## src/rtl/opsum_pack_fifo.sv

```systemverilog
// Partial-sum FIFO between PE opsum outputs and the write-back packer: 1 psum in, 1..PACK psums out lane-packed.
// Latency: a push is visible to pop the cycle after it is written; pop_data/pop_ready are combinational show-ahead.
// Backpressure: pushes are dropped while full (ovf_err), pops wider than the level are refused whole (udf_err).
module opsum_pack_fifo #(
    parameter int W         = 16,
    parameter int DEPTH     = 8,
    parameter int PACK      = 2,
    parameter int AF_THRESH = 6,
    localparam int LEN_W    = $clog2(PACK),
    localparam int CNT_W    = $clog2(DEPTH + 1)
) (
    input  logic              clk,
    input  logic              rst,
    input  logic              flush,
    input  logic              push_en,
    input  logic [W-1:0]      push_data,
    output logic              full,
    output logic              almost_full,
    input  logic              pop_en,
    input  logic [LEN_W-1:0]  pop_len,
    output logic              pop_ready,
    output logic [W*PACK-1:0] pop_data,
    output logic              empty,
    output logic [CNT_W-1:0]  level,
    output logic              ovf_err,
    output logic              udf_err
);

    localparam int PTR_W = $clog2(DEPTH);

    // Storage is intentionally left unreset; level/pointers alone define validity.
    logic [W-1:0]     mem_q [DEPTH];

    logic [PTR_W-1:0] rd_ptr_q, rd_ptr_d;
    logic [PTR_W-1:0] wr_ptr_q, wr_ptr_d;
    logic [CNT_W-1:0] level_q, level_d;
    logic             ovf_err_q, ovf_err_d;
    logic             udf_err_q, udf_err_d;

    logic [CNT_W-1:0] pop_cnt;
    logic             push_acc;
    logic             pop_acc;

    // Status decode from the registered level only, so these never glitch on inputs.
    always_comb begin
        level       = level_q;
        empty       = (level_q == '0);
        full        = (level_q == CNT_W'(DEPTH));
        almost_full = (level_q >= CNT_W'(AF_THRESH));
        ovf_err     = ovf_err_q;
        udf_err     = udf_err_q;
    end

    // Pop handshake: a pop is all-or-nothing, sized by pop_len+1.
    always_comb begin
        pop_cnt   = CNT_W'(pop_len) + CNT_W'(1);
        pop_ready = (level_q >= pop_cnt);
        push_acc  = push_en && !full && !flush;
        pop_acc   = pop_en && pop_ready && !flush;
    end

    // Show-ahead packing: oldest entry in lane 0, unused lanes forced to zero.
    always_comb begin
        pop_data = '0;
        if (pop_en && pop_ready) begin
            for (int i = 0; i < PACK; i++) begin
                if (i <= int'(pop_len)) begin
                    pop_data[i*W +: W] = mem_q[rd_ptr_q + PTR_W'(i)];
                end
            end
        end
    end

    // Next-state: flush clears occupancy but keeps the sticky error flags.
    always_comb begin
        rd_ptr_d  = rd_ptr_q;
        wr_ptr_d  = wr_ptr_q;
        level_d   = level_q;
        ovf_err_d = ovf_err_q;
        udf_err_d = udf_err_q;
        if (flush) begin
            rd_ptr_d = '0;
            wr_ptr_d = '0;
            level_d  = '0;
        end else begin
            if (push_en && full) begin
                ovf_err_d = 1'b1;
            end
            if (pop_en && !pop_ready) begin
                udf_err_d = 1'b1;
            end
            if (push_acc) begin
                wr_ptr_d = wr_ptr_q + PTR_W'(1);
            end
            if (pop_acc) begin
                // Power-of-two depth makes the natural pointer wrap the modulo.
                rd_ptr_d = rd_ptr_q + PTR_W'(pop_cnt);
            end
            level_d = level_q + CNT_W'(push_acc) - (pop_acc ? pop_cnt : CNT_W'(0));
        end
    end

    // Control registers with synchronous reset (reset wins over flush).
    always_ff @(posedge clk) begin
        if (rst) begin
            rd_ptr_q  <= '0;
            wr_ptr_q  <= '0;
            level_q   <= '0;
            ovf_err_q <= 1'b0;
            udf_err_q <= 1'b0;
        end else begin
            rd_ptr_q  <= rd_ptr_d;
            wr_ptr_q  <= wr_ptr_d;
            level_q   <= level_d;
            ovf_err_q <= ovf_err_d;
            udf_err_q <= udf_err_d;
        end
    end

    // Storage write on accepted push; suppressed during reset so a held push leaves no trace.
    always_ff @(posedge clk) begin
        if (!rst && push_acc) begin
            mem_q[wr_ptr_q] <= push_data;
        end
    end

endmodule

```

## config.mk

```make
export PLATFORM = sky130hd
export DESIGN_NAME = opsum_pack_fifo
export DESIGN_NICKNAME = d
export VERILOG_FILES = /design/src/rtl/opsum_pack_fifo.sv
export SDC_FILE = /design/constraint.sdc
export NUM_CORES = 1
export LEC_CHECK = 0
export BUFFER_PORTS_ARGS = -buffer_cell sky130_fd_sc_hd__clkbuf_2
export CAP_MARGIN = 10
export CORE_ASPECT_RATIO = 2
export CORE_UTILIZATION = 54
export DETAILED_ROUTE_END_ITERATION = 8
export PLACE_DENSITY = 0.76
export SLEW_MARGIN = 30
export SYNTH_ARGS = -nofsm -noshare
export SYNTH_HDL_FRONTEND = slang
export SYNTH_SLANG_ARGS = --single-unit
```

## constraint.sdc

```tcl
create_clock -name clk -period 3.11 [get_ports clk]
set_clock_uncertainty 0.15 [all_clocks]
set_input_delay 0.4665 -clock clk [delete_from_list [all_inputs] [get_ports clk]]
set_output_delay 0.4665 -clock clk [all_outputs]
set_load 0.1 [all_outputs]
```

==> out/metrics.csv, run 1 <==
stage,metric,value,unit
worst_setup_path,reg2reg_to,level[2]$_SDFF_PP0_,
worst_setup_path,ff2ff_path_depth,13,
synth,syn_nets,465,
sta,slew_viol_final,0,
cts,clk_latency,0.41,ns
synth,synth.cell_area,6930,um^2
drt,antenna_left,0,
cts,clk_path_buf_depth,2,
cts,cts_root_buf,clkbuf_16,
floorplan,die_w,82.1,um
synth,yosysSeqAreaShare,59.8,%
cts,htreeDepth,4,
drt,drc,0,
worst_setup_path,crit_path_start_kind,register,
global_route,grt_use_total,27.4,%
sta,hold_viol,0,
placed_design,dp_hpwl,10400,um
cts,postCtsSetupBuffers,0,
worst_setup_path,cpMostUsedCell,ha_1,
floorplan,pin_count,64,
synth,ys_async_sr_fraction,0,%
worst_setup_path,cpPeakStageDelay,0.38,ns
sta,relSlewSlack,63.8,%
sta,post-route-min-period,2.95,ns
drt,wl,16300,um
hold_path,hold_path_class,primary input to register,
cells_and_area,fill_cells,790,
synth,ys_ff_latch,143,
placed_design,gp_congestion,0.807,
worst_setup_path,crit_arrival,3.10,ns
power,ir_worst_vdd,0.487,mV
global_route,grt.overflow.total,0,
synth,syn_inst,427,
sta,setup_tns,0,ns
hold_path,hold_path_end,mem_q[5][15]$_DFFE_PP_,
hold_path,holdPathStages,1,
worst_setup_path,cp.required,3.26,ns
worst_setup_path,critical-path-slowest-cell,fa_1,
cells_and_area,diodes,0,
synth,synth_area_leaders,"edfxtp_1 55%, mux4_1 5.7%, mux4_2 5.5%, mux2_2 5.2%, mux2i_1 4.6%",
sta,setup_viol_count_final,0,
synth,syn_avg_cell_area,16.2,um^2
cts,numCtsBuffers,17,
cells_and_area,final_nets,538,
worst_setup_path,worstSetupEndpointType,register,
worst_setup_path,path_class,register to register,
drt,drt_first_pass_iters,7,
hold_path,worstHoldStart,push_data[15],
cells_and_area,final_cell_mix,"128 x edfxtp_1, 37 x buf_12, 32 x a22o_1, 32 x mux2_2, 32 x mux2i_1",
cts,cts_tree,done,
floorplan,start_util,55.2,%
floorplan,dieArea,13300,um^2
power,power.total,0.00517,W
cts,clk_pin_slew,0.06,ns
global_route,grt_first_pass_wirelength,25400,um
synth,ys.flop_type,edfxtp_1,
drt,avgRoutedWirePerCell,24.6,um
worst_setup_path,r2r_slack,0.16,ns
cells_and_area,area_growth,26.9,%
worst_setup_path,crit_start,level[2]$_SDFF_PP0_,
synth,synth_top_area_share,55.5,%
cts,cts.sinks,143,
power,p_per_area,588,nW/um^2
global_route,grt_pass1_vias,4424,
sta,fmax,0.339,GHz
synth,yosysWarnings,0,
cells_and_area,drive_above_1_share,39.0,%
floorplan,die_h,162,um
sta,tightest_slew,0.543,ns
sta,finalCritPeriodShare,94.7,%
synth,synth_edf_count,128,
drt,drtIter0Drc,352,
synth,ys_types,47,
outcome,status,finished clean,
floorplan,core,12600,um^2
worst_setup_path,timing.rr.start,level[2]$_SDFF_PP0_,
drt,num_vias,4246,
synth,synth_top_cell_by_area,edfxtp_1,
global_route,grt_max_degree,33,
worst_setup_path,cp_max_fo,18,
global_route,antenna_found_initial,0,
drt,vias_per_cell,6.40,
placed_design,port_buffers,63,
floorplan,row_count,58,
worst_setup_path,worstPathCellList,inv_2 > ha_1 > a21boi_0 > o21a_4 > inv_12 > nand2_8 > nor3_1 > ha_1 > inv_1 > ha_1 > fa_1 > xnor2_1 > nor2_1,
sta,grt_setup_unrepaired,no,
job,max_cap_violations,0,
power,leakage,2.98,nW
cells_and_area,mostFrequentLayoutCell,edfxtp_1,
## layout make-up
cell class / count / area [um^2] / area share [%]
flip-flops and latches: 143 / 4160 / 47.3
multi-input cells: 243 / 2780 / 31.6
repair buffers: 83 / 1010 / 11.5
clock buffers: 20 / 437 / 4.97
well taps: 150 / 188 / 2.13
clock inverters: 12 / 160 / 1.82
inverters: 12 / 57.6 / 0.655
## registers in the layout, summed over array words and instances, names as in the netlist, named ones only
name and cells:
rd_ptr_q 3, wr_ptr_q 3, udf_err 1, mem_q 128, level 4, ovf_err 1
## worst max-delay path by stage
stage	endpoint	slack, ns
floorplan	level[2]$_SDFF_PP0_	0.001
global placement	pop_data[3]	0.21
detailed placement	level[3]$_SDFF_PP0_	0.12
CTS	level[2]$_SDFF_PP0_	0.14
global route	level[2]$_SDFF_PP0_	0.006
finish	level[2]$_SDFF_PP0_	0.16
## cell usage after synthesis, types with 3 or more instances
cell type / number
mux2i_1: 32
nor2_1: 13
edfxtp_1: 128
clkbuf_1: 9
dfxtp_1: 15
buf_6: 3
mux4_2: 17
nand3_1: 5
buf_4: 7
inv_1: 11
mux2_2: 32
xnor2_1: 3
o22ai_1: 16
nor2b_1: 3
nor3_1: 19
ha_1: 14
buf_2: 6
mux4_1: 15
and2_1: 3
a21oi_1: 4
a22o_1: 32
nand2_1: 7
## report_power, final
part / leakage [nW] / internal (W) / switching (W)
Clock: 0.289 / 0.00127 / 0.000765
Sequential: 1.28 / 0.00211 / 0.0000195
Combinational: 1.41 / 0.000338 / 0.000672
## per-stage QoR
step	utilization, %	area [um^2]	std cells	hold WS [ns]	setup slack (ns)
2_1_floorplan	-	7180	427	0.355	0.00116
3_3_place_gp	65.3	8200	632	0.300	0.211
3_5_place_dp	65.3	8200	632	0.318	0.124
4_1_cts	70.0	8790	663	0.162	0.137
5_1_grt	70.0	8790	663	0.167	0.00649
6_report	70.0	8790	663	0.172	0.164
## critical path: cells and delay by family, from the launching register on
family          cells  cell delay (ns)
compound gates      2             0.51
xor+xnor            1             0.17
fa+ha+maj           4             1.08
buf+inv             3             0.14
flops               1             0.36
simple gates        3             0.42
## timing repair
action                     4_1_cts  5_1_grt
hold buffers                     0        0
setup endpoints to repair        7        0
hold endpoints to repair         0        0
gates resized for setup          0        0
## cells by family after synthesis
family,synth area share [%]
flops,59.8
fa+ha+maj,3.11
compound gates,6.68
simple gates,5.24
buf+inv,3.50
xor+xnor,0.632
mux,21.0
## per-layer routing
metal	wire, um	global-route usage [%]
met5	0	0
met4	495	11.5
met3	902	5.06
met2	9050	47.1
met1	5840	32.9
Power figures use the tool's default switching activity.
==> run 2: changes to the inputs <==
--- a/config.mk
+++ b/config.mk
@@ -5,6 +5,7 @@
 export SDC_FILE = /design/constraint.sdc
 export NUM_CORES = 1
 export LEC_CHECK = 0
+export ABC_AREA = 1
 export BUFFER_PORTS_ARGS = -buffer_cell sky130_fd_sc_hd__clkbuf_2
 export CAP_MARGIN = 10
 export CORE_ASPECT_RATIO = 2
==> out/metrics.csv, run 2 <==
stage,metric,value,unit
global_route,antenna_found_initial,0,
placed_design,dp_hpwl,12200,um
placed_design,place_area,8380,um^2
cts,clk_latency,0.41,ns
worst_setup_path,crit_arrival,2.41,ns
worst_setup_path,crit_start,rd_ptr_q[0]$_SDFFE_PP0N_,
drt,drt_first_pass_iters,5,
synth,synth_edf_count,128,
power,ir_worst_vdd,0.509,mV
synth,synth_top_area_share,53.7,%
floorplan,die_h,165,um
synth,ys_types,28,
drt,num_vias,6143,
synth,yosysWarnings,0,
sta,finalCritPeriodShare,97.4,%
synth,ys.flop_type,edfxtp_1,
sta,fmax,0.330,GHz
global_route,grt_first_pass_wirelength,31300,um
cts,cts_tree,done,
drt,vias_per_cell,6.11,
cells_and_area,largest_register_ffs,128,
sta,hold_viol,0,
power,leakage,3.31,nW
sta,post-route-min-period,3.03,ns
drt,avgRoutedWirePerCell,20.2,um
synth,synth_top_cell_by_area,edfxtp_1,
sta,tightest_slew,0.751,ns
synth,ys_ff_latch,143,
cells_and_area,final_area,8940,um^2
floorplan,die_w,83.4,um
synth,synth.cell_area,7160,um^2
cells_and_area,drive_above_1_share,19.0,%
cells_and_area,top_register,mem_q,
global_route,grt.overflow.total,0,
floorplan,start_util,55.1,%
worst_setup_path,cp_max_fo,64,
synth,syn_avg_cell_area,9.12,um^2
drt,drc,0,
cts,hold_buffers,0,
floorplan,core,13000,um^2
synth,synth.most_common_cell,nand2_1,
hold_path,worstHoldStart,rst,
job,max_cap_violations,0,
synth,ys_async_sr_fraction,0,%
sta,slew_viol_final,0,
placed_design,port_buffers,63,
cells_and_area,diodes,0,
cts,cts.sinks,143,
cells_and_area,final_nets,878,
synth,syn_nets,823,
sta,grt_setup_unrepaired,no,
cts,clk_path_buf_depth,2,
floorplan,row_count,59,
worst_setup_path,worstSetupEndpointType,output port,
synth,yosysSeqAreaShare,57.9,%
worst_setup_path,crit_path_start_kind,register,
cts,ctsResizeCount,0,
power,power.total,0.00504,W
sta,relSlewSlack,49.9,%
sta,setup_viol_count_final,0,
floorplan,dieArea,13700,um^2
hold_path,hold_path_class,primary input to register,
cts,clk_pin_slew,0.06,ns
worst_setup_path,path_class,register to output port,
placed_design,gp_congestion,0.845,
cells_and_area,mostFrequentLayoutCell,nand2_1,
cts,postCtsSetupBuffers,0,
drt,wl,20300,um
global_route,grt_use_total,30.2,%
synth,syn_inst,785,
cells_and_area,area_growth,24.9,%
cts,numCtsBuffers,17,
worst_setup_path,cp.required,2.49,ns
drt,antenna_left,0,
global_route,grt_max_degree,68,
synth,synth_common_cells,"178 x nand2_1, 128 x edfxtp_1, 113 x nor2_1",
floorplan,pin_count,64,
outcome,status,finished clean,
power,p_per_area,564,nW/um^2
cts,cts_root_buf,clkbuf_16,
synth,synth_area_leaders,"edfxtp_1 54%, nand2_1 9.3%, nor2_1 5.9%, nand3_1 4.7%, o21ai_0 4.3%",
cells_and_area,final_cell_mix,"178 x nand2_1, 128 x edfxtp_1, 112 x nor2_1",
cts,htreeDepth,4,
worst_setup_path,timing.rr.start,level[1]$_SDFF_PP0_,
global_route,grt_pass1_vias,6349,
drt,drtIter0Drc,634,
[run 2: changes by cell type after synthesis, moves of 40 or more]
cell	change
o21ai_1	+40
nor2_1	+100
nand3_1	+62
a21oi_1	+51
nand2_1	+171
o21ai_0	+60
[run 2: cell families after synthesis]
family	count (synthesis)	share of synthesized area [%]
buffers and inverters	80	5.44
AND/OR/NAND/NOR	385	22.1
XOR/XNOR	3	0.472
adder cells (fa/ha/maj)	16	3.01
flip-flops	143	57.9
AO/OA/AOI/OAI	158	11.1
[run 2: through the flow]
step / utilization (%) / TNS, ns / setup slack, ns / std cells / hold WS (ns)
floorplan: - / -2.74 / -0.205 / 785 / 0.338
global placement: 64.5 / 0 / 0.226 / 973 / 0.290
detailed placement: 64.5 / 0 / 0.124 / 973 / 0.315
CTS: 68.8 / 0 / 0.166 / 1005 / 0.112
global route: 68.8 / 0 / 0.0492 / 1005 / 0.120
finish: 68.8 / 0 / 0.0794 / 1005 / 0.119
[run 2: worst max-delay path, cell delays in order, from the launching register on]
cell     delay (ns)
dfxtp_2        0.35
ha_1           0.34
buf_12         0.28
o21ai_0        0.22
o21ai_0        0.26
nand2_1        0.10
a21oi_2        0.22
buf_12         0.20
[run 2: worst paths after layout]
check	slack, ns	cells past startpoint	end
setup reg to reg	0.46	13	level[2]$_SDFF_PP0_
setup / recovery	0.08	7	pop_data[16]
hold / removal	0.12	2	ovf_err$_SDFFE_PP0P_
hold reg to reg	0.33	2	udf_err$_SDFFE_PP0P_
[run 2: final cells by class]
class,instances,area [um^2]
clock buffers,22,464
clock inverters,10,91.3
fillers,881,4060
inverters,33,124
multi-input cells,562,2900
flip-flops and latches,143,4160
well taps,152,190
repair buffers,83,1010
[run 2: metal layers]
layer / vias to the layer above / wire [um] / global-route usage, %
met5: - / 0 / 0
met4: 0 / 1040 / 19.7
met3: 90 / 1630 / 5.75
met2: 342 / 11000 / 56.5
met1: 2909 / 6680 / 30.0
li1: 2802 / - / -
[run 2: report_power, final]
part	leakage, nW	switching, W	internal [W]
combinational	1.77	0.000735	0.000290
clock	0.258	0.000749	0.00114
sequential	1.28	0.0000155	0.00211
==> run 3: changes to the inputs <==
--- a/config.mk
+++ b/config.mk
@@ -10,9 +10,10 @@
 export CAP_MARGIN = 10
 export CORE_ASPECT_RATIO = 2
 export CORE_UTILIZATION = 54
+export CTS_CLUSTER_SIZE = 8
 export DETAILED_ROUTE_END_ITERATION = 8
-export PLACE_DENSITY = 0.76
-export SLEW_MARGIN = 30
+export PLACE_DENSITY = 0.72
+export SLEW_MARGIN = 0
 export SYNTH_ARGS = -nofsm -noshare
 export SYNTH_HDL_FRONTEND = slang
 export SYNTH_SLANG_ARGS = --single-unit
==> out/metrics.csv, run 3 (same netlist as run 2, synthesis figures left out) <==
stage,metric,value,unit
worst_setup_path,crit_arrival,2.39,ns
cts,cts_root_buf,clkbuf_16,
cts,clk_latency,0.42,ns
global_route,grt_max_degree,65,
placed_design,dp.cells,976,
floorplan,pin_count,64,
power,p_per_area,592,nW/um^2
hold_path,holdPathStages,2,
sta,grt_setup_unrepaired,no,
global_route,antenna_found_initial,0,
cts,clk_path_buf_depth,2,
worst_setup_path,worstPathCellList,ha_1 > buf_12 > o21ai_0 > o21ai_0 > nand2_1 > a21oi_2 > buf_12,
worst_setup_path,r2r_slack,0.54,ns
job,max_cap_violations,0,
placed_design,gp_congestion,0.855,
drt,vias_per_cell,6.21,
cts,hold_buffers,0,
worst_setup_path,ff2ff_path_depth,13,
outcome,status,finished clean,
floorplan,start_util,55.1,%
cells_and_area,final_cells,1009,
sta,fmax,0.333,GHz
floorplan,row_count,59,
drt,num_vias,6261,
worst_setup_path,cp_max_fo,32,
worst_setup_path,worstSetupEndpointType,output port,
cts,cts_tree,done,
cells_and_area,mostFrequentLayoutCell,nand2_1,
cells_and_area,final_nets,882,
cts,cts.sinks,143,
global_route,grt.overflow.total,0,
sta,tightest_slew,0.681,ns
cts,numCtsBuffers,17,
cells_and_area,final_area,9050,um^2
global_route,grt_first_pass_wirelength,31500,um
sta,slew_viol_final,0,
worst_setup_path,reg2reg_to,level[2]$_SDFF_PP0_,
drt,drtIter0Drc,771,
cells_and_area,utilization,69.7,%
cts,htreeDepth,4,
worst_setup_path,cp.required,2.49,ns
sta,post-route-min-period,3.00,ns
drt,antenna_left,0,
worst_setup_path,critical-path-slowest-cell,ha_1,
cells_and_area,largest_register_ffs,128,
power,leakage,3.37,nW
cells_and_area,fill_cells,909,
sta,setup_tns,0,ns
power,ir_worst_vdd,0.451,mV
placed_design,place_area,8380,um^2
hold_path,worstHoldStart,rst,
drt,drt_first_pass_iters,5,
cts,clk_pin_slew,0.06,ns
floorplan,die_h,165,um
sta,hold_viol,0,
placed_design,port_buffers,63,
drt,drc,0,
global_route,grt_use_total,30.5,%
worst_setup_path,timing.rr.start,level[1]$_SDFF_PP0_,
floorplan,die_w,83.4,um
drt,wl,20600,um
worst_setup_path,cpPeakStageDelay,0.43,ns
floorplan,dieArea,13700,um^2
cells_and_area,final_cell_mix,"178 x nand2_1, 128 x edfxtp_1, 112 x nor2_1",
floorplan,core,13000,um^2
power,power.total,0.00536,W
sta,finalCritPeriodShare,96.5,%
cells_and_area,top_register,mem_q,
hold_path,hold_path_end,udf_err$_SDFFE_PP0P_,
global_route,grt_pass1_vias,6228,
placed_design,dp_hpwl,12300,um
cells_and_area,diodes,0,
worst_setup_path,crit_path_start_kind,register,
hold_path,hold_path_class,primary input to register,
drt,avgRoutedWirePerCell,20.4,um
sta,setup_viol_count_final,0,
cells_and_area,drive_above_1_share,19.5,%
cells_and_area,area_growth,26.5,%
sta,relSlewSlack,54.6,%
worst_setup_path,path_class,register to output port,
-- run 3: how the worst max path moves through the flow --
stage                                     end                     start
final                            pop_data[21]  rd_ptr_q[0]$_SDFFE_PP0N_
after global routing             pop_data[22]  rd_ptr_q[0]$_SDFFE_PP0N_
after CTS                        pop_data[22]  rd_ptr_q[0]$_SDFFE_PP0N_
after detailed placement  level[2]$_SDFF_PP0_                   pop_len
after global placement    level[2]$_SDFF_PP0_                   pop_len
after floorplan                  pop_data[21]                   pop_len
-- run 3: per-stage QoR --
| step | setup slack [ns] | hold slack, ns |
|---|---|---|
| 2_1_floorplan | -0.205 | 0.338 |
| 3_3_place_gp | 0.234 | 0.288 |
| 3_5_place_dp | 0.182 | 0.294 |
| 4_1_cts | 0.102 | 0.0897 |
| 5_1_grt | 0.00436 | 0.115 |
| 6_report | 0.107 | 0.0967 |
-- run 3: area by class of cell --
class | instances | area [um^2] | share of cell area, %
Clock buffer | 18 | 429 | 4.74
Clock inverter | 14 | 216 | 2.39
Inverter | 33 | 124 | 1.37
Multi-Input combinational cell | 562 | 2900 | 32.0
Sequential cell | 143 | 4160 | 46.0
Tap cell | 152 | 190 | 2.10
Timing Repair Buffer | 87 | 1030 | 11.4
-- run 3: power by group --
group          leakage (nW)  internal, W  switching (W)
logic                  1.79     0.000294       0.000739
registers              1.28      0.00211      0.0000151
clock network         0.304      0.00142       0.000781
total                  3.37      0.00383        0.00154
-- run 3: critical path, delay by kind of cell, from the launching register on --
kind	cells	cell delay, ns
DFF	1	0.39
buffers and inverters	2	0.45
AOI/OAI and AO/OA	3	0.60
adders and majority gates	1	0.43
and+or+nand+nor	1	0.10
-- run 3: metal layers --
metal / track usage [%] / vias up / wire length (um)
met5: 0 / - / 0
met3: 5.10 / 93 / 1540
met2: 54.9 / 397 / 10900
met1: 33.1 / 2961 / 7140
li1: - / 2810 / -
met4: 19.5 / 0 / 974
-- run 3: timing repair --
| item | 4_1_cts | 5_1_grt |
|---|---|---|
| gates resized for setup | 0 | 0 |
| setup endpoints to repair | 0 | 1 |
| buffers inserted | 0 | 0 |
